**config.mk**
```make
export PLATFORM = sky130hd
export DESIGN_NAME = adc_data_conv_multi_lane
export DESIGN_NICKNAME = d
export VERILOG_FILES = /design/src/rtl/adc_data_conv_multi_lane_pkg.sv /design/src/rtl/adc_data_conv_multi_lane_lane_fmt.sv /design/src/rtl/adc_data_conv_multi_lane.sv
export SDC_FILE = /design/constraint.sdc
export NUM_CORES = 1
export LEC_CHECK = 0
export CAP_MARGIN = 20
export CORE_ASPECT_RATIO = 1.75
export CORE_MARGIN = 3
export CORE_UTILIZATION = 50
export CTS_BUF_LIST = sky130_fd_sc_hd__clkbuf_4 sky130_fd_sc_hd__clkbuf_8
export CTS_CLUSTER_DIAMETER = 200
export DETAILED_ROUTE_END_ITERATION = 12
export PLACE_DENSITY_LB_ADDON = 0.08
export REMOVE_ABC_BUFFERS = 1
export SYNTH_ARGS = -nofsm -noshare
export SYNTH_HDL_FRONTEND = slang
export SYNTH_SLANG_ARGS = --single-unit
```
**constraint.sdc**
```tcl
create_clock -name clk -period 12.4 [get_ports clk]
set_clock_uncertainty 0.2 [all_clocks]
set_input_delay 2.48 -clock clk [delete_from_list [all_inputs] [get_ports clk]]
set_output_delay 2.48 -clock clk [all_outputs]
set_load 0.005 [all_outputs]
```
**src/rtl/adc_data_conv_multi_lane_pkg.sv**
```systemverilog
// adc_data_conv_multi_lane_pkg: shared format encodings and default statistics sizing
package adc_data_conv_multi_lane_pkg;
  localparam logic FMT_OFFSET_BIN = 1'b0;
  localparam logic FMT_TWOS = 1'b1;
  localparam int DEF_WIN_LEN = 1024;
  localparam int DEF_CNT_WIDTH = 16;
endpackage

```
**src/rtl/adc_data_conv_multi_lane_lane_fmt.sv**
```systemverilog
// adc_lane_fmt: one lane of format conversion, negation, muting and overrange detection
module adc_lane_fmt
  import adc_data_conv_multi_lane_pkg::*;
#(
  parameter int W = 8,
  parameter int OW = 8
) (
  input  logic          clk,
  input  logic          rst,
  input  logic          din_valid,
  input  logic [W-1:0]  din,
  input  logic          fmt,
  input  logic          inv,
  input  logic          mute,
  output logic [OW-1:0] dout,
  output logic          ovr
);
  localparam logic [W-1:0] MIN = {1'b1, {(W-1){1'b0}}};
  logic [W-1:0] d1, conv, res;
  logic v1, f1, i1, m1;
  always_ff @(posedge clk or posedge rst)
    if (rst) {d1, v1, f1, i1, m1} <= '0;
    else {d1, v1, f1, i1, m1} <= {din, din_valid, fmt, inv, mute};
  always_comb begin
    conv = (f1 == FMT_TWOS) ? d1 : {~d1[W-1], d1[W-2:0]};
    res = m1 ? '0 : !i1 ? conv : (conv == MIN) ? ~MIN : -conv;
  end
  // both formats map their extremes onto the two's-complement min/max codes
  assign ovr = v1 && (conv == MIN || conv == ~MIN);
  always_ff @(posedge clk or posedge rst)
    if (rst) dout <= '0;
    else if (v1) dout <= OW'($signed(res));
endmodule

```
**src/rtl/adc_data_conv_multi_lane.sv**
```systemverilog
// adc_data_conv_multi_lane: multi-lane ADC sample formatter with windowed overrange statistics
module adc_data_conv_multi_lane
  import adc_data_conv_multi_lane_pkg::*;
#(
  parameter int ADC_DATA_WIDTH = 8,
  parameter int LANE_NUM = 8,
  parameter int OUT_WIDTH = 8,
  parameter int WIN_LEN = DEF_WIN_LEN,
  parameter int CNT_WIDTH = DEF_CNT_WIDTH
) (
  input  logic                           clk,
  input  logic                           rst,
  input  logic                           din_valid_i,
  input  logic [ADC_DATA_WIDTH*LANE_NUM-1:0] adc_all_bit_i,
  input  logic                           fmt_i,
  input  logic                           inv_i,
  input  logic                           mute_i,
  input  logic                           ovr_clr_i,
  output logic                           dout_valid_o,
  output logic [OUT_WIDTH*LANE_NUM-1:0]  adc_signed_all_bit_o,
  output logic                           ovr_flag_o,
  output logic [CNT_WIDTH-1:0]           ovr_cnt_o,
  output logic                           win_done_o
);
  localparam int PW = $clog2(LANE_NUM + 1);
  localparam int BW = $clog2(WIN_LEN);
  localparam int SW = CNT_WIDTH + PW;
  localparam logic [CNT_WIDTH-1:0] CMAX = '1;
  logic [LANE_NUM-1:0] ovr;
  logic [PW-1:0] pc, pc2;
  logic [BW-1:0] beat;
  logic [CNT_WIDTH-1:0] acc, sat;
  logic [SW-1:0] sum;
  logic v1, v2, last;
  for (genvar m = 0; m < LANE_NUM; m++) begin : g_lane
    adc_lane_fmt #(.W(ADC_DATA_WIDTH), .OW(OUT_WIDTH)) u_lane (
      .clk(clk), .rst(rst), .din_valid(din_valid_i),
      .din(adc_all_bit_i[m*ADC_DATA_WIDTH +: ADC_DATA_WIDTH]),
      .fmt(fmt_i), .inv(inv_i), .mute(mute_i),
      .dout(adc_signed_all_bit_o[m*OUT_WIDTH +: OUT_WIDTH]),
      .ovr(ovr[m])
    );
  end
  always_comb begin
    pc = '0;
    for (int i = 0; i < LANE_NUM; i++) pc = pc + PW'(ovr[i]);
    sum = SW'(acc) + SW'(pc2);
    sat = (sum > SW'(CMAX)) ? CMAX : sum[CNT_WIDTH-1:0];
  end
  assign last = beat == BW'(WIN_LEN - 1);
  assign dout_valid_o = v2;
  always_ff @(posedge clk or posedge rst)
    if (rst) begin
      {v1, v2, pc2, beat, acc, ovr_cnt_o, win_done_o, ovr_flag_o} <= '0;
    end else begin
      v1 <= din_valid_i;
      v2 <= v1;
      pc2 <= pc;
      win_done_o <= v2 && last;
      if (v2 && pc2 != '0) ovr_flag_o <= 1'b1;
      else if (ovr_clr_i) ovr_flag_o <= 1'b0;
      if (v2) begin
        beat <= last ? '0 : beat + BW'(1);
        acc <= last ? '0 : sat;
        if (last) ovr_cnt_o <= sat;
      end
    end
endmodule

```
==> flow_metrics.py <==
metrics = {
    "detailed_routing": {
        "first_pass_iters": 5,
        "drt-met1-wl_um": 7840,
        "antenna_left": 0,
        "vias_per_cell": 5.74,
        "routed_wl_um": 20900,
        "vias": 6771,
        "dr.max_layer_used": "met4",
        "drc": 0,
        "wl_per_cell_um": 17.7,
        "wl_met2_um": 11500,
        "wl_met3_um": 850,
        "drt-initial-drc-count": 274,
    },
    "synthesis": {
        "yosys-top-cells-count": "dfrtp_1 (181), nor2_1 (57), nand2_1 (51), o21ai_0 (51), inv_1 (44)",
        "synth-async-reset-ratio_pct": 100,
        "yosys.area.top_type": "dfrtp_1",
        "avgSynthCellArea_um2": 10.7,
        "synthAdderAreaFrac_pct": 4.68,
        "synthCells": 798,
        "synthXorXnorAreaFrac_pct": 5.74,
        "synth_top_family_by_area": "compound AO/OA/AOI/OAI gates",
        "synthTopCellsByArea": "dfrtp_1 (53%), xnor2_1 (3.7%), ha_1 (3.5%), o21ai_0 (3.0%), nor2_1 (2.5%)",
        "synth_edf_count": 0,
        "synthMuxAreaShare_pct": 0.629,
        "yosysMostFrequentCell": "dfrtp_1",
        "ys.flop_type": "dfrtp_1",
        "yosysTopAreaCellShare_pct": 53.0,
        "yosys_warnings": 0,
        "synth-simple-area-share_pct": 12.4,
        "ys_seq_elements": 181,
        "yosysSeqAreaShare_pct": 53.0,
        "syn_area_mm2": 0.00855,
        "synth_compound_area_share_pct": 19.7,
        "synth_cell_types": 63,
    },
    "global_routing": {
        "grt_pass1_vias": 7022,
        "grt_usage_pct": 22.7,
        "grt_pass1_wl_um": 33800,
        "grt_max_degree": 80,
        "grt_overflow_total": 0,
        "antenna_found_initial": 0,
    },
    "worst_setup_path": {
        "critPathKind": "reg2out",
        "reg2regPathDepth": 13,
        "slowest_delay_ns": 0.94,
        "reg2reg_slack_ns": 7.99,
        "crit_path_max_fanout": 27,
        "cp_top_family": "flip-flops",
        "r2r-end": "pc2[2]",
        "cp_slowest_cell": "dfrtp_1",
        "cp.buffers_inverters": 1,
        "crit_chain": "clkdlybuf4s50_1",
        "crit_cells": 1,
        "startpoint_type": "flip-flop",
        "worstSetupEndpointType": "primary output",
        "worstPathRequired_ns": 9.72,
        "r2r_start": "g_lane[7].u_lane.f1",
        "cp.arrival_ns": 2.05,
    },
    "clocking": {
        "cts-hold-fix-buffers": 0,
        "cts_max_path_buffers": 2,
        "insertion_delay_ns": 0.45,
        "postCtsSetupBuffers": 0,
        "path_clk_slew_ns": 0.09,
        "post_cts_resized": 0,
        "cts_tree": "built",
        "clkSinkCount": 181,
        "cts-root-buf": "clkbuf_8",
        "cts_max_level": 4,
        "numCtsBuffers": 17,
    },
    "die": {
        "die_h_um": 179,
        "design.core.area_mm2": 0.0166,
        "start_util_pct": 51.5,
        "die_x_um": 105,
        "num_rows": 62,
        "ios": 154,
        "dieArea_mm2": 0.0188,
    },
    "layout": {
        "final_nets": 1042,
        "diodes": 0,
        "drive_gt1_share_pct": 7.02,
        "final_cells": 1179,
        "area_growth_syn_to_layout_pct": 25.5,
    },
    "min_path": {
        "min_from": "g_lane[7].u_lane.dout[2]",
        "worstHoldPathType": "reg2reg",
        "whs_path_depth": 1,
        "holdPathEnd": "g_lane[7].u_lane.dout[2]",
    },
    "place": {
        "dp_cells": 1146,
        "port_buffers": 153,
        "place_ws_ns": 7.22,
        "place_hpwl_um": 15200,
        "gp_congestion": 0.866,
    },
    "power_and_ir_drop": {
        "p_per_area_mw_per_mm2": 119,
        "vdd_drop_max_v": 0.000103,
        "leakagePower_nw": 4.57,
        "p_total_w": 0.00128,
    },
    "timing": {
        "setup_ws_ns": 7.67,
        "period_needed_ns": 4.73,
        "relSlewSlack_pct": 39.5,
        "hold_violations": 0,
        "setup_tns_ns": 0,
        "setup_viol": 0,
        "drv_slew": 0,
        "rsz0062_at_grt": "false",
        "worst-slew-pin-transition_ns": 0.908,
        "fmax_mhz": 212,
        "hold_slack_ns": 0.285,
        "period_share_pct": 38.1,
    },
    "outcome": {
        "status": "completed",
    },
    "job": {
        "max_cap_violations": 0,
    },
}
[registers in the layout, indices dropped and copies added (netlist names), 4 cells and up]
| register | cells |
|---|---|
| acc | 16 |
| beat | 10 |
| g_lane.u_lane.dout | 64 |
| ovr_cnt_o | 16 |
| pc2 | 4 |
| g_lane.u_lane.d1 | 64 |
[per-layer routing]
metal / vias up / track usage [%]
li1: 3157 / -
met1: 3368 / 24.9
met2: 207 / 42.6
met3: 39 / 3.68
met4: 0 / 10.5
met5: - / 0
[through the flow]
step                area (µm²)  util (%)
floorplan                 8390         -
detailed placement       10300      61.9
CTS                      10700      64.5
global placement         10300      61.9
global route             10700      64.6
finish                   10700      64.6
[layout make-up]
type | instances | area, µm²
Clock inverter | 14 | 175
Clock buffer | 18 | 241
Multi-Input combinational cell | 534 | 3700
Sequential cell | 181 | 4530
Timing Repair Buffer | 163 | 1630
Fill cell | 1397 | 5870
Inverter | 45 | 174
Tap cell | 224 | 280
[power breakdown]
part,leakage (nW),internal [W],switching (W)
sequential,2.29,0.000632,0.0000427
combinational,2.07,0.000102,0.0000815
clock,0.204,0.000204,0.000214
total,4.57,0.000938,0.000338
[cells in the final DEF, fill, tap and decap left out, types with 4 or more instances in the layout]
cell             Yosys  layout
o22ai_1              6       6
nand2b_1            10      10
a21o_1              21      21
o41ai_2              4       4
or3_1                6       6
fa_1                 5       5
o21a_1               4       4
a32o_1               9       9
nor3_1              25      25
xor2_1              20      20
and2_1               4       4
ha_1                24      24
a22o_1              12      12
inv_1               44      42
o2bb2ai_1           19      19
o41ai_1              7       7
clkdlybuf4s50_1      0     153
o211ai_1             6       6
a211oi_1            15      15
inv_6                0       5
nor2_1              57      57
buf_4                0       9
a31oi_1             10      10
dfrtp_1            181     180
a21oi_1             41      41
o31ai_1             15      14
nand2_1             51      51
xnor2_1             36      36
o21ai_0             51      51
clkbuf_8             0      17
nand4_1             10      10
nand3_1             14      14
nor2b_1              4       4
[worst max path at each step]
| stage | startpoint | endpoint | slack [ns] |
|---|---|---|---|
| floorplan | rst | acc[0] | 4.80 |
| global placement | rst | g_lane[7].u_lane.i1 | 7.31 |
| detailed placement | rst | g_lane[7].u_lane.i1 | 7.22 |
| CTS | dout_valid_o | dout_valid_o | 7.66 |
| global route | rst | g_lane[7].u_lane.i1 | 7.52 |
| finish | dout_valid_o | dout_valid_o | 7.67 |
[cells by family (layout without fill, tap and decap cells)]
| family | count (synthesis) | count (layout) |
|---|---|---|
| adder cells (fa/ha/maj) | 29 | 29 |
| XOR/XNOR | 56 | 56 |
| buffers and inverters | 83 | 240 |
| flip-flops | 181 | 181 |
| AO/OA/AOI/OAI | 240 | 240 |
| AND/OR/NAND/NOR | 204 | 204 |
| multiplexers | 5 | 5 |
Note: power is estimated with default switching activity, not from simulation.
==> RTL edit (config.mk and constraints unchanged) <==
The package constant `DEF_CNT_WIDTH` goes from 16 to 14.
--- a/src/rtl/adc_data_conv_multi_lane_pkg.sv
+++ b/src/rtl/adc_data_conv_multi_lane_pkg.sv
@@ -4,5 +4,5 @@
   localparam logic FMT_TWOS = 1'b1;
   localparam int DEF_WIN_LEN = 1024;
-  localparam int DEF_CNT_WIDTH = 16;
+  localparam int DEF_CNT_WIDTH = 14;
 endpackage
 
Interface: changed (resized ovr_cnt_o); port bits go from 154 to 152. The function was not compared with the original's and may differ.
==> RTL edit against the unedited design <==
Register-to-register slack worse by 190 ps. Die area is 2.3% lower. Setup slack better by 120 ps. Final area is 2.4% lower. Sequential cell count is 4 lower. Hold slack better by 3.2 ps. Sequential power is 2% lower. Synthesized area is 2.4% lower. Clock power is 4% higher. Sequential share of layout area is 0.090 points higher. Largest cell class unchanged. Largest power group unchanged. Routed wire length is 2.6% lower. Critical path depth is 10 higher. Highest routed layer unchanged. Total power hardly changed. Critical endpoint is now pc2[2].
==> RTL edit: results (changes against the unedited design) <==
metric;value;unit;change
Fill cells;1278;;-8.5%
global-route wire length before repair;33.58;mm;-0.73%
Avg Vias per Cell;5.566;;-3.1%
Clock Tree Buf Depth;2;;unchanged
Worst Hold Launch;g_lane[5].u_lane.dout[5];;
Post-CTS Setup Bufs;0;;unchanged
CTS Buf Count;17;;unchanged
share of cells above drive strength 1;7.979;%;+0.96 points
Reg clk slew, reported paths;90;ps;about the same
Post-synth top cells;dfrtp_1, inv_1, o21ai_0;;
Crit. Startpoint;g_lane[0].u_lane.d1[3];;
antenna violations before repair;1;;+1
placer congestion estimate;0.8412;;-2.9%
Skew-Pair Late Insertion Delay;450;ps;about the same
slowest stage delay, CP;640;ps;-300 ps
Design Power;1.277;mW;about the same
Clock Tree Root;clkbuf_8;;
Clock power frac;33.9;%;+1.1 points
synth unique cells;58;;-7.9%
worst slew pin tran;1076;ps;+168.7 ps
pin count of the biggest net entering global routing;104;;+30%
Synthesis Warnings;0;;unchanged
Endpoint, Worst Hold;g_lane[5].u_lane.dout[5];;
Critical Path AT;4720;ps;+2670 ps
asr flop ratio synth;100.0;%;unchanged
Sw Ratio;25.96;%;-0.55 points
CP Launch Type;flop;;
flop2flop setup slack;7800;ps;-190 ps
sequential fraction of the synthesis area;53.07;%;+0.095 points
Reg power frac;51.8;%;-1.1 points
Final nets;1028;;-1.3%
vias in the first global route;7031;;+0.13%
worst r2r path cells;11;;-2
run status;finished clean;;
Initial DRC Count;258;;-5.8%
Peak VDD IR;0.08672;mV;-16%
CP Max Fanout;7;;-74%
DRT Wirelength;20.35;mm;-2.6%
CTS resizes;0;;unchanged
Hold WC Path Type;reg2reg;;
r2r endpoint;pc2[2];;
LEAKAGE;4.462;nW;-2.4%
drt first pass iters;6;;+1
crit end category;flop;;
H-tree levels;4;;unchanged
Post-DP HPWL;14.72;mm;-3.2%
Tot GR Track Use;22.82;%;+0.13 points
top post-synthesis cells by area;dfrtp_1, o21ai_0, xnor2_1;;
PortBufs;151;;-1.3%
Critical-path top delay cell;or4_1;;
CP delay by family, top;adder cells;;
WHS Path Cells;1;;unchanged
## RTL edit: cell types whose count changed after synthesis, moves of 10 or more
cell       delta
a211oi_1     -10
a21o_1       -12
a21oi_1      +13
inv_1        +29
mux2_2       +19
nand2_1      -18
nor2_1       -21
nor3_1       -10
o21ai_0      +22
o2bb2ai_1    -11
## RTL edit: layout make-up
| cell class | instances | share of cell area, % |
|---|---|---|
| clock buffer | 17 | 2.234 |
| tap | 220 | 2.629 |
| multi-input combinational | 501 | 33.30 |
| antenna | 1 | 0.02390 |
| sequential | 177 | 42.32 |
| timing repair buffer | 157 | 14.84 |
| inverter | 74 | 2.700 |
| clock inverter | 14 | 1.948 |
## RTL edit: metrics by stage
| step | std cells | hold WS, ps | setup WS, ps | utilization [%] | area [sq um] |
|---|---|---|---|---|---|
| detailed placement | 1128 | 268.9 | 7518 | 62.26 | 10030 |
| global placement | 1128 | 267.0 | 7591 | 62.26 | 10030 |
| floorplan | 752 | 258.7 | 4918 | - | 8194 |
| finish | 1161 | 288.2 | 7798 | 65.02 | 10470 |
| CTS | 1159 | 291.2 | 7831 | 64.98 | 10460 |
| global route | 1161 | 316.8 | 7584 | 65.02 | 10470 |
## RTL edit: layer usage
layer | track usage, % | up-vias | share of wire [%]
li1 | - | 3020 | -
met1 | 23.30 | 3168 | 35
met2 | 44.02 | 230 | 56
met3 | 4.892 | 44 | 5.4
met4 | 10.54 | 0 | 3.0
met5 | 0 | - | 0
## RTL edit: cell families (layout without fill, tap and decap cells)
logic type                 count (synthesis)  in the layout  share of synthesized area [%]
buffers and inverters                    109            262                          5.156
AOI/OAI and AO/OA                        214            214                          15.71
muxes                                     26             26                          3.463
xor gates and xnor gates                  62             62                          6.506
DFF                                      177            177                          53.07
and+or+nand+nor                          170            170                          11.30
other                                      0              1                              0
adders and majority gates                 29             29                          4.797
